--- src/rtl/trace_pkg.sv ---
// Shared types for the trace request queue: op encoding, queued entry layout,
// DRAM address field positions and a saturating time increment.
package trace_pkg;

  typedef enum logic [1:0] {
    OP_READ    = 2'd0,
    OP_WRITE   = 2'd1,
    OP_IFETCH  = 2'd2,
    OP_ILLEGAL = 2'd3
  } trace_op_e;

  // "time" is a reserved word, so the request time field is req_time.
  typedef struct packed {
    logic [31:0] req_time;
    trace_op_e   op;
    logic [31:0] addr;
  } trace_entry_t;

  localparam int COL_LSB  = 3;
  localparam int COL_MSB  = 12;
  localparam int BG_LSB   = 13;
  localparam int BG_MSB   = 14;
  localparam int BANK_LSB = 15;
  localparam int BANK_MSB = 16;
  localparam int ROW_LSB  = 17;
  localparam int ROW_MSB  = 31;

  function automatic logic [31:0] sat_inc32(input logic [31:0] v);
    return (v == 32'hFFFF_FFFF) ? v : v + 32'd1;
  endfunction

endpackage

--- src/rtl/trace_addr_decode.sv ---
// Combinational split of a byte address into DRAM row / bank group / bank / column.
// The byte offset within the 8-byte burst word is discarded.
module trace_addr_decode
  import trace_pkg::*;
(
  input  logic [31:0] addr,
  output logic [14:0] row,
  output logic [1:0]  bg,
  output logic [1:0]  bank,
  output logic [9:0]  col
);

  logic unused_byte_offset;

  assign col  = addr[COL_MSB:COL_LSB];
  assign bg   = addr[BG_MSB:BG_LSB];
  assign bank = addr[BANK_MSB:BANK_LSB];
  assign row  = addr[ROW_MSB:ROW_LSB];

  assign unused_byte_offset = ^addr[COL_LSB-1:0];

endmodule

--- src/rtl/trace_request_queue.sv ---
// Time-released FIFO of parsed trace requests feeding a memory controller.
// Define TRACE_QUEUE_DEBUG_EN to print every push, drop and pop.
module trace_request_queue
  import trace_pkg::*;
#(
  parameter int DEPTH = 16,
  parameter int CNT_W = $clog2(DEPTH) + 1
) (
  input  logic             clk,
  input  logic             rst,
  input  logic             in_valid,
  output logic             in_ready,
  input  logic [31:0]      in_time,
  input  logic [1:0]       in_op,
  input  logic [31:0]      in_addr,
  output logic             req_valid,
  input  logic             req_ready,
  output logic [1:0]       req_op,
  output logic [31:0]      req_addr,
  output logic [14:0]      req_row,
  output logic [1:0]       req_bg,
  output logic [1:0]       req_bank,
  output logic [9:0]       req_col,
  output logic [31:0]      sim_time,
  output logic [CNT_W-1:0] count,
  output logic             full,
  output logic             empty,
  output logic [15:0]      drop_cnt,
  output logic             order_err
);

  localparam int PTR_W = $clog2(DEPTH);

  trace_entry_t     mem [DEPTH];
  trace_entry_t     head;
  trace_entry_t     in_entry;
  logic [PTR_W-1:0] wr_ptr;
  logic [PTR_W-1:0] rd_ptr;
  logic [31:0]      last_time;

  logic accept;
  logic is_illegal;
  logic push;
  logic drop;
  logic pop;

  assign full  = (count == CNT_W'(DEPTH));
  assign empty = (count == '0);

  assign in_ready   = !full;
  assign accept     = in_valid && in_ready;
  assign is_illegal = (trace_op_e'(in_op) == OP_ILLEGAL);
  assign push       = accept && !is_illegal;
  assign drop       = accept && is_illegal;

  assign in_entry.req_time = in_time;
  assign in_entry.op       = trace_op_e'(in_op);
  assign in_entry.addr     = in_addr;

  // Head is read straight from the storage array, so release depends only on flops.
  assign head      = mem[rd_ptr];
  assign req_valid = !empty && (head.req_time <= sim_time);
  assign pop       = req_valid && req_ready;
  assign req_op    = head.op;
  assign req_addr  = head.addr;

  trace_addr_decode u_head_decode (
    .addr (head.addr),
    .row  (req_row),
    .bg   (req_bg),
    .bank (req_bank),
    .col  (req_col)
  );

  always_ff @(posedge clk) begin
    if (push) begin
      mem[wr_ptr] <= in_entry;
    end
  end

  always_ff @(posedge clk) begin
    if (rst) begin
      wr_ptr <= '0;
      rd_ptr <= '0;
      count  <= '0;
    end else begin
      if (push) begin
        wr_ptr <= wr_ptr + PTR_W'(1);
      end
      if (pop) begin
        rd_ptr <= rd_ptr + PTR_W'(1);
      end
      case ({push, pop})
        2'b10:   count <= count + CNT_W'(1);
        2'b01:   count <= count - CNT_W'(1);
        default: count <= count;
      endcase
    end
  end

  always_ff @(posedge clk) begin
    if (rst) begin
      sim_time  <= '0;
      drop_cnt  <= '0;
      order_err <= 1'b0;
      last_time <= '0;
    end else begin
      sim_time <= sat_inc32(sim_time);
      if (drop && (drop_cnt != 16'hFFFF)) begin
        drop_cnt <= drop_cnt + 16'd1;
      end
      // Out-of-order entries are still queued; the flag just records that it happened.
      if (push) begin
        last_time <= in_time;
        if (in_time < last_time) begin
          order_err <= 1'b1;
        end
      end
    end
  end

`ifdef TRACE_QUEUE_DEBUG_EN
  logic [14:0] dbg_in_row;
  logic [1:0]  dbg_in_bg;
  logic [1:0]  dbg_in_bank;
  logic [9:0]  dbg_in_col;

  trace_addr_decode u_in_decode (
    .addr (in_addr),
    .row  (dbg_in_row),
    .bg   (dbg_in_bg),
    .bank (dbg_in_bank),
    .col  (dbg_in_col)
  );

  always @(posedge clk) begin
    if (!rst) begin
      if (push)
        $display("[trq] t=%0d push op=%0d addr=%08h row=%0h bg=%0d bank=%0d col=%0h",
                 sim_time, in_op, in_addr, dbg_in_row, dbg_in_bg, dbg_in_bank, dbg_in_col);
      if (drop)
        $display("[trq] t=%0d drop op=%0d addr=%08h row=%0h bg=%0d bank=%0d col=%0h",
                 sim_time, in_op, in_addr, dbg_in_row, dbg_in_bg, dbg_in_bank, dbg_in_col);
      if (pop)
        $display("[trq] t=%0d pop  op=%0d addr=%08h row=%0h bg=%0d bank=%0d col=%0h",
                 sim_time, req_op, req_addr, req_row, req_bg, req_bank, req_col);
    end
  end
`endif

endmodule

--- config.mk ---
export PLATFORM = sky130hd
export DESIGN_NAME = trace_request_queue
export DESIGN_NICKNAME = d
export VERILOG_FILES = /design/src/rtl/trace_pkg.sv /design/src/rtl/trace_addr_decode.sv /design/src/rtl/trace_request_queue.sv
export SDC_FILE = /design/constraint.sdc
export NUM_CORES = 1
export LEC_CHECK = 0
export CAP_MARGIN = 20
export CORE_MARGIN = 2
export CORE_UTILIZATION = 40
export DETAILED_ROUTE_END_ITERATION = 8
export PLACE_DENSITY = 0.59
export SYNTH_ARGS = -nofsm -noshare
export SYNTH_HDL_FRONTEND = slang
export SYNTH_HIERARCHICAL = 1
export SYNTH_SLANG_ARGS = --single-unit
--- constraint.sdc ---
create_clock -name clk -period 7.8 [get_ports clk]
set_input_delay 1.17 -clock clk [delete_from_list [all_inputs] [get_ports clk]]
set_output_delay 1.17 -clock clk [all_outputs]
set_load 0.01 [all_outputs]
==> results of run 1 <==
layer usage:
| metal | track usage [%] | vias to the layer above | part of all wire, % |
|---|---|---|---|
| met5 | 0 | - | 0.091 |
| met3 | 3.12 | 165 | 6.0 |
| met2 | 30.7 | 702 | 50 |
| li1 | - | 9493 | - |
| met1 | 25.4 | 11841 | 42 |
| met4 | 5.31 | 14 | 2.1 |
where the power goes:
part	internal [mW]	switching [mW]
clock network	3.13	2.35
registers	6.83	0.0378
logic	0.483	0.489
Yosys cell counts (2+ instances only):
| master | count | area, µm² |
|---|---|---|
| sky130_fd_sc_hd__clkbuf_1 | 60 | 225 |
| sky130_fd_sc_hd__o21ai_0 | 17 | 85.1 |
| sky130_fd_sc_hd__mux4_2 | 330 | 7430 |
| sky130_fd_sc_hd__nor2b_1 | 5 | 31.3 |
| sky130_fd_sc_hd__or3_1 | 8 | 50.1 |
| sky130_fd_sc_hd__nand4_1 | 23 | 144 |
| sky130_fd_sc_hd__a31oi_1 | 2 | 12.5 |
| sky130_fd_sc_hd__a221o_1 | 2 | 20.0 |
| sky130_fd_sc_hd__or2_1 | 3 | 18.8 |
| sky130_fd_sc_hd__a211oi_1 | 3 | 22.5 |
| sky130_fd_sc_hd__nand2b_1 | 4 | 25.0 |
| sky130_fd_sc_hd__nand4_2 | 5 | 62.6 |
| sky130_fd_sc_hd__a21o_1 | 11 | 82.6 |
| sky130_fd_sc_hd__edfxtp_1 | 1056 | 31700 |
| sky130_fd_sc_hd__and2_1 | 3 | 18.8 |
| sky130_fd_sc_hd__dfxtp_1 | 98 | 1960 |
| sky130_fd_sc_hd__nor2_1 | 81 | 304 |
| sky130_fd_sc_hd__nand2_1 | 98 | 368 |
| sky130_fd_sc_hd__o211ai_1 | 3 | 22.5 |
| sky130_fd_sc_hd__nor4_1 | 6 | 37.5 |
| sky130_fd_sc_hd__buf_2 | 29 | 145 |
| sky130_fd_sc_hd__ha_1 | 74 | 926 |
| sky130_fd_sc_hd__a21oi_1 | 68 | 340 |
| sky130_fd_sc_hd__nor4b_2 | 2 | 30.0 |
| sky130_fd_sc_hd__and3_1 | 3 | 18.8 |
| sky130_fd_sc_hd__xnor2_1 | 34 | 298 |
| sky130_fd_sc_hd__xor2_1 | 15 | 131 |
| sky130_fd_sc_hd__mux2i_1 | 2 | 20.0 |
| sky130_fd_sc_hd__buf_1 | 8 | 30.0 |
| sky130_fd_sc_hd__buf_4 | 29 | 218 |
| sky130_fd_sc_hd__nand3_1 | 22 | 110 |
| sky130_fd_sc_hd__and4_1 | 7 | 61.3 |
| sky130_fd_sc_hd__inv_1 | 75 | 282 |
| sky130_fd_sc_hd__nor3_1 | 16 | 80.1 |
metrics by stage:
step | worst slack [ps] | utilization (%) | total power [mW] | hold WS [ps] | cell area [µm²]
final | 1320 | 47.1 | 13.3 | 454 | 53100
after global routing | 942 | 47.1 | 13.8 | 469 | 53100
after CTS | 1240 | 47.1 | 13.5 | 455 | 53000
after detailed placement | 1770 | 43.7 | 7.99 | 447 | 49300
after global placement | 1780 | 43.7 | 7.96 | 442 | 49300
after floorplan | 861 | - | 7.61 | 436 | 45500
critical path: cells and delay by family (launching register included):
kind / cells / cell delay (ps)
flip-flops: 1 / 600
AND/OR/NAND/NOR: 4 / 1370
adder cells (fa/ha/maj): 1 / 330
AO/OA/AOI/OAI: 1 / 80
buffers and inverters: 2 / 1090
multiplexers: 2 / 1040
flip-flops by register name, summed over array words and instances (netlist names), named ones only:
name       cells
mem         1056
last_time     32
sim_time      32
drop_cnt      16
count          5
rd_ptr         4
wr_ptr         4
order_err      1
layout make-up:
cell class | count | area, µm² | share of cell area [%]
sequential | 1154 | 33700 | 63.4
antenna | 5 | 12.5 | 0.0236
clock buffer | 151 | 3100 | 5.83
tap | 1500 | 1880 | 3.53
timing repair buffer | 240 | 2430 | 4.57
multi-input combinational | 861 | 11000 | 20.8
inverter | 76 | 285 | 0.537
clock inverter | 70 | 676 | 1.27
worst min path at each step:
| stage | end |
|---|---|
| floorplan | last_time[10] |
| global placement | last_time[30] |
| detailed placement | last_time[18] |
| CTS | last_time[18] |
| global route | last_time[23] |
| finish | last_time[17] |
logic make-up after synthesis:
| group | count (synthesis) |
|---|---|
| AOI/OAI and AO/OA | 111 |
| xor gates and xnor gates | 49 |
| adders and majority gates | 75 |
| buffers and inverters | 202 |
| DFF | 1154 |
| muxes | 332 |
| and+or+nand+nor | 294 |
==> load_flow_metrics.sql, run 1 <==
INSERT INTO impl_metrics (metric_group, metric, value, unit) VALUES
('cells_and_area', 'mostFrequentLayoutCell', 'sky130_fd_sc_hd__edfxtp_1', ''),
('route', 'total_via_count_in_the_routed_design', '22215', ''),
('synthesis', 'syn-cell-area', '45500', 'µm²'),
('cells_and_area', 'synthToLayoutAreaGrowth', '16.7', '%'),
('clock_tree', 'clk_root_buffer_cell', 'sky130_fd_sc_hd__clkbuf_16', ''),
('synthesis', 'simple_gate_share_of_the_synthesized_area', '3.22', '%'),
('critical_path', 'critical-path-slowest-cell', 'sky130_fd_sc_hd__nor4_1', ''),
('critical_path', 'critical_path.endpoint_type', 'primary output', ''),
('clock_tree', 'cts_hold_buf', '0', ''),
('sta', 'setup_viol', '0', ''),
('synthesis', 'synthArstFlopShare', '0', '%'),
('clock_tree', 'clock_latency_reported_for_the_late_side_of_the_worst_skew_pair', '710', 'ps'),
('die', 'number_of_placement_rows', '123', ''),
('clock_tree', 'cts_tree', 'yes', ''),
('power_and_ir_drop', 'power_density', '251', 'nW/µm²'),
('route', 'drtPass1Iterations', '5', ''),
('critical_path', 'startpoint_type', 'flip-flop', ''),
('critical_path', 'arrival', '5310', 'ps'),
('synthesis', 'ys_warn_count', '6', ''),
('synthesis', 'synth_fa_ha_area_share', '2.08', '%'),
('sta', 'final_hold_viol_count', '0', ''),
('critical_path', 'timing.critical_path.to', 'req_valid', ''),
('critical_path', 'timing.critical_path.slowest_cell_delay', '680', 'ps'),
('clock_tree', 'cts.sinks', '1154', ''),
('cells_and_area', 'number_of_fill_cells_in_the_layout', '9272', ''),
('cells_and_area', 'finish.cell_count_without_fillers', '4057', ''),
('route', 'routed_wl', '108', 'mm'),
('synthesis', 'yosysUniqueCellTypes', '49', ''),
('hold_path', 'whs_path_depth', '2', ''),
('critical_path', 'timing.critical_path.mode_cell', 'sky130_fd_sc_hd__mux4_2', ''),
('synthesis', 'post_synth_inst_count', '2217', ''),
('critical_path', 'path_cells', 'buf_12 -> mux4_2 -> mux4_2 -> ha_1 -> nand4_1 -> nor4_1 -> and2_1 -> a31oi_1 -> nor3_1 -> clkdlybuf4s50_1', ''),
('die', 'core_area', '113000', 'µm²'),
('sta', 'final.setup_skew', '24.2', 'ps'),
('clock_tree', 'total_cts_buffers', '117', ''),
('route', 'detail_route.vias_per_cell', '5.48', ''),
('power_and_ir_drop', 'total_leakage_power', '16.2', 'nW'),
('placement', 'post-dp-hpwl', '58.7', 'mm'),
('power_and_ir_drop', 'maximum_vdd_drop', '0.160', 'mV'),
('synthesis', 'yosys-mux-area-fraction', '16.4', '%'),
('grt', 'grt_usage', '18.5', '%'),
('grt', 'grt-ovfl-total', '0', ''),
('critical_path', 'timing.critical_path.fanout_max', '58', ''),
('job', 'timing.max_cap.violations', '0', ''),
('synthesis', 'synth_xor_xnor_area_share', '0.943', '%'),
('sta', 'fin_setup_tns', '0', 'ps'),
('route', 'ant_nets', '0', ''),
('synthesis', 'synth-main-ff-cell', 'sky130_fd_sc_hd__edfxtp_1', ''),
('outcome', 'run_status', 'complete, no violations', ''),
('synthesis', 'synth_seq_area_share', '74.0', '%'),
('synthesis', 'synth_top_family_by_area', 'multiplexers', ''),
('die', 'x_dimension_of_the_die', '341', 'µm'),
('synthesis', 'share_of_the_synthesized_area_in_compound_gates_ao_oa_aoi_oai', '1.38', '%'),
('clock_tree', 'ctsResizeCount', '0', ''),
('placement', 'placed_cells_incl_taps', '3829', ''),
('critical_path', 'worst_ep_required_time', '6630', 'ps'),
('sta', 'post-route-min-period', '6480', 'ps'),
('synthesis', 'number_of_nets_in_the_synthesized_netlist', '2362', ''),
('critical_path', 'timing.setup.critical_path_class', 'reg2out', ''),
('critical_path', 'crit-reg2reg-capture', 'count[4]', ''),
('synthesis', 'synth_enable_flop_cells', '1056', ''),
('hold_path', 'timing.hold.worst.class', 'reg2reg', ''),
('sta', 'fmax', '154', 'MHz'),
('synthesis', 'ys_ff_latch', '1154', ''),
('clock_tree', 'cts_setup_buffers', '0', ''),
('critical_path', 'regToRegSetupSlack', '1790', 'ps'),
('grt', 'first_global_vias', '22942', ''),
('route', 'drcViolationCount', '0', ''),
('cells_and_area', 'final_net_count', '2595', ''),
('route', 'dr.first_iter.drc_count', '1851', ''),
('sta', 'final-max-slew-violation-count', '0', '');
No activity file was read; power rests on OpenSTA's default activity.
==> inputs of run 2 (changes only) <==
Clock period 7.8 ns to 6.02 ns, I/O delays scaled along.
==> run 2 against run 1 <==
Compared with the run above: cell area is 0.68% higher; worst setup slack worse by 1000 ps; count of clock-buffer cells in the layout is 12 lower; critical path depth stayed put; wire length is 0.18% higher; critical path type unchanged; largest power group unchanged; register-to-register slack worse by 1100 ps.
==> load_flow_metrics.sql, run 2 (synthesis results as in run 1) <==
INSERT INTO impl_metrics (metric_group, metric, value, unit) VALUES
('sta', 'rsz0062_at_grt', 'no', ''),
('clock_tree', 'cts_setup_buffers', '0', ''),
('critical_path', 'arrival', '4840', 'ps'),
('critical_path', 'timing.critical_path.fanout_max', '30', ''),
('grt', 'grt_pass1_wl', '159', 'mm'),
('route', 'drcViolationCount', '0', ''),
('route', 'total_via_count_in_the_routed_design', '22329', ''),
('route', 'drt-wirelength-per-cell', '26.6', 'µm'),
('power_and_ir_drop', 'power.share.sequential', '50.7', '%'),
('die', 'core_area', '113000', 'µm²'),
('placement', 'pre_cts_ws', '605', 'ps'),
('critical_path', 'critical_path.endpoint_type', 'primary output', ''),
('die', 'pin_count', '191', ''),
('critical_path', 'crit-reg2reg-capture', 'count[4]', ''),
('cells_and_area', 'antenna-diode-count', '0', ''),
('grt', 'grt_usage', '18.7', '%'),
('grt', 'largest_net_degree_at_the_start_of_global_routing', '58', ''),
('cells_and_area', 'largest_register_ffs', '1056', ''),
('route', 'routed_wl', '108', 'mm'),
('placement', 'post_dp_cell_area', '49500', 'µm²'),
('placement', 'finalWeightedCongestion', '0.786', ''),
('sta', 'fmax', '174', 'MHz'),
('critical_path', 'worst_ep_required_time', '5120', 'ps'),
('sta', 'final-max-slew-violation-count', '0', ''),
('grt', 'antenna_found_initial', '10', ''),
('power_and_ir_drop', 'cellInternalPower', '13.8', 'mW'),
('cells_and_area', 'drive_gt1_share', '24.2', '%'),
('route', 'detailroute.wirelength.met2', '52.3', 'mm'),
('sta', 'fin_ws', '278', 'ps'),
('hold_path', 'timing.hold.worst.class', 'reg2reg', ''),
('route', 'met3_length', '6.72', 'mm'),
('sta', 'final_hold_viol_count', '0', ''),
('sta', 'whs', '455', 'ps'),
('cells_and_area', 'largest_register', 'mem', ''),
('die', 'number_of_placement_rows', '123', ''),
('die', 'x_dimension_of_the_die', '341', 'µm'),
('cells_and_area', 'mostFrequentLayoutCell', 'sky130_fd_sc_hd__edfxtp_1', ''),
('sta', 'layout_worst_path_cycle_share', '95.4', '%'),
('route', 'detail_route.vias_per_cell', '5.49', ''),
('power_and_ir_drop', 'combPwrFrac', '7.3', '%'),
('die', 'start_util', '40.4', '%'),
('clock_tree', 'cts_hold_buf', '0', ''),
('critical_path', 'worstRegToRegCells', '18', ''),
('die', 'chipHeight', '341', 'µm'),
('critical_path', 'timing.critical_path.to', 'req_valid', ''),
('cells_and_area', 'most-common-layout-cells', '1,056 x sky130_fd_sc_hd__edfxtp_1, 330 x sky130_fd_sc_hd__mux4_2, 189 x sky130_fd_sc_hd__clkdlybuf4s50_1', ''),
('clock_tree', 'ctsResizeCount', '0', ''),
('clock_tree', 'clk_root_buffer_cell', 'sky130_fd_sc_hd__clkbuf_16', ''),
('clock_tree', 'cts_tree', 'yes', ''),
('clock_tree', 'cts.sinks', '1154', ''),
('power_and_ir_drop', 'power_switching', '3.75', 'mW'),
('grt', 'first_global_vias', '23051', ''),
('cells_and_area', 'top_regs', 'mem: 1056 flops, last_time: 32 flops, sim_time: 32 flops', ''),
('critical_path', 'timing.setup.critical_path_class', 'reg2out', ''),
('placement', 'post-dp-hpwl', '61.4', 'mm'),
('placement', 'place.port_buffers', '190', ''),
('cells_and_area', 'area.sequential', '33700', 'µm²'),
('route', 'wl_met1', '46.8', 'mm'),
('cells_and_area', 'postLayoutCellArea', '53500', 'µm²'),
('sta', 'slew-limit-headroom', '31.1', '%'),
('route', 'ant_nets', '0', ''),
('sta', 'least_margin_pin_slew', '1030', 'ps'),
('cells_and_area', 'multi_input_area', '11100', 'µm²'),
('clock_tree', 'ctsLongestPathBuffers', '3', ''),
('cells_and_area', 'final_net_count', '2615', ''),
('clock_tree', 'clock_latency_reported_for_the_late_side_of_the_worst_skew_pair', '710', 'ps'),
('power_and_ir_drop', 'maximum_vdd_drop', '0.252', 'mV'),
('power_and_ir_drop', 'netSwitchingFraction', '21.4', '%'),
('cells_and_area', 'number_of_fill_cells_in_the_layout', '9269', ''),
('outcome', 'run_status', 'complete, no violations', ''),
('sta', 'final.setup_skew', '18.2', 'ps'),
('grt', 'grt-ovfl-total', '0', ''),
('clock_tree', 'total_cts_buffers', '117', ''),
('clock_tree', 'cts-htree-levels', '3', ''),
('route', 'top_signal_layer_used', 'met5', ''),
('job', 'timing.max_cap.violations', '0', ''),
('power_and_ir_drop', 'power_frac_clock', '42.0', '%'),
('sta', 'fin_setup_tns', '0', 'ps'),
('route', 'dr.first_iter.drc_count', '2184', ''),
('critical_path', 'regToRegSetupSlack', '680', 'ps'),
('sta', 'post-route-min-period', '5740', 'ps'),
('cells_and_area', 'synthToLayoutAreaGrowth', '17.5', '%'),
('power_and_ir_drop', 'total_leakage_power', '16.5', 'nW'),
('sta', 'setup_viol', '0', ''),
('clock_tree', 'clock_pin_slew_on_the_worst_setup_and_hold_paths', '60', 'ps'),
('critical_path', 'startpoint_type', 'flip-flop', ''),
('route', 'drtPass1Iterations', '5', ''),
('die', 'die-area', '116000', 'µm²'),
('power_and_ir_drop', 'power_density', '328', 'nW/µm²');
-- run 2: worst min-delay path by stage --
| stage | from | end | slack (ps) | cells after the start |
|---|---|---|---|---|
| floorplan | last_time[10] | last_time[10] | 440 | 2 |
| global route | last_time[8] | last_time[8] | 470 | 2 |
| finish | last_time[15] | last_time[15] | 460 | 2 |
| CTS | last_time[28] | last_time[28] | 460 | 2 |
| detailed placement | last_time[28] | last_time[28] | 450 | 2 |
| global placement | last_time[6] | last_time[6] | 440 | 2 |
-- run 2: worst max-delay path, stage by stage, from the launching register on --
cell	delay, ps
sky130_fd_sc_hd__dfxtp_4	490
sky130_fd_sc_hd__buf_12	300
sky130_fd_sc_hd__mux4_2	550
sky130_fd_sc_hd__mux4_2	530
sky130_fd_sc_hd__ha_1	300
sky130_fd_sc_hd__nand4_1	230
sky130_fd_sc_hd__nor4_1	570
sky130_fd_sc_hd__and2_1	200
sky130_fd_sc_hd__a31oi_1	80
sky130_fd_sc_hd__nor3_1	220
sky130_fd_sc_hd__clkdlybuf4s50_1	630
-- run 2: per-layer routing --
metal | vias to the layer above | global-route usage, %
met1 | 11931 | 26.3
met2 | 666 | 30.2
li1 | 9547 | -
met5 | - | 0
met4 | 18 | 4.60
met3 | 167 | 3.56
-- run 2: metrics by stage --
| step | util, % | total power, mW | instances |
|---|---|---|---|
| global placement | 44.0 | 10.3 | 3851 |
| CTS | 47.5 | 17.7 | 4070 |
| floorplan | - | 9.86 | 2217 |
| detailed placement | 44.0 | 10.4 | 3851 |
| finish | 47.5 | 17.5 | 4070 |
| global route | 47.5 | 18.1 | 4070 |
-- run 2: power by group through the flow --
stage	Clock [mW]	Sequential [mW]	Combinational [mW]
final	7.36	8.89	1.28
after global routing	7.80	8.89	1.40
after floorplan	0	9.05	0.807
after global placement	0	9.05	1.28
after detailed placement	0	9.06	1.30
after CTS	7.51	8.89	1.31
-- run 2: area by class of cell --
class,instances,share of cell area [%]
clock buffer,139,5.76
inverter,76,0.534
sequential,1154,63.0
timing repair buffer,260,4.89
tap,1500,3.51
multi-input combinational,861,20.7
clock inverter,80,1.59
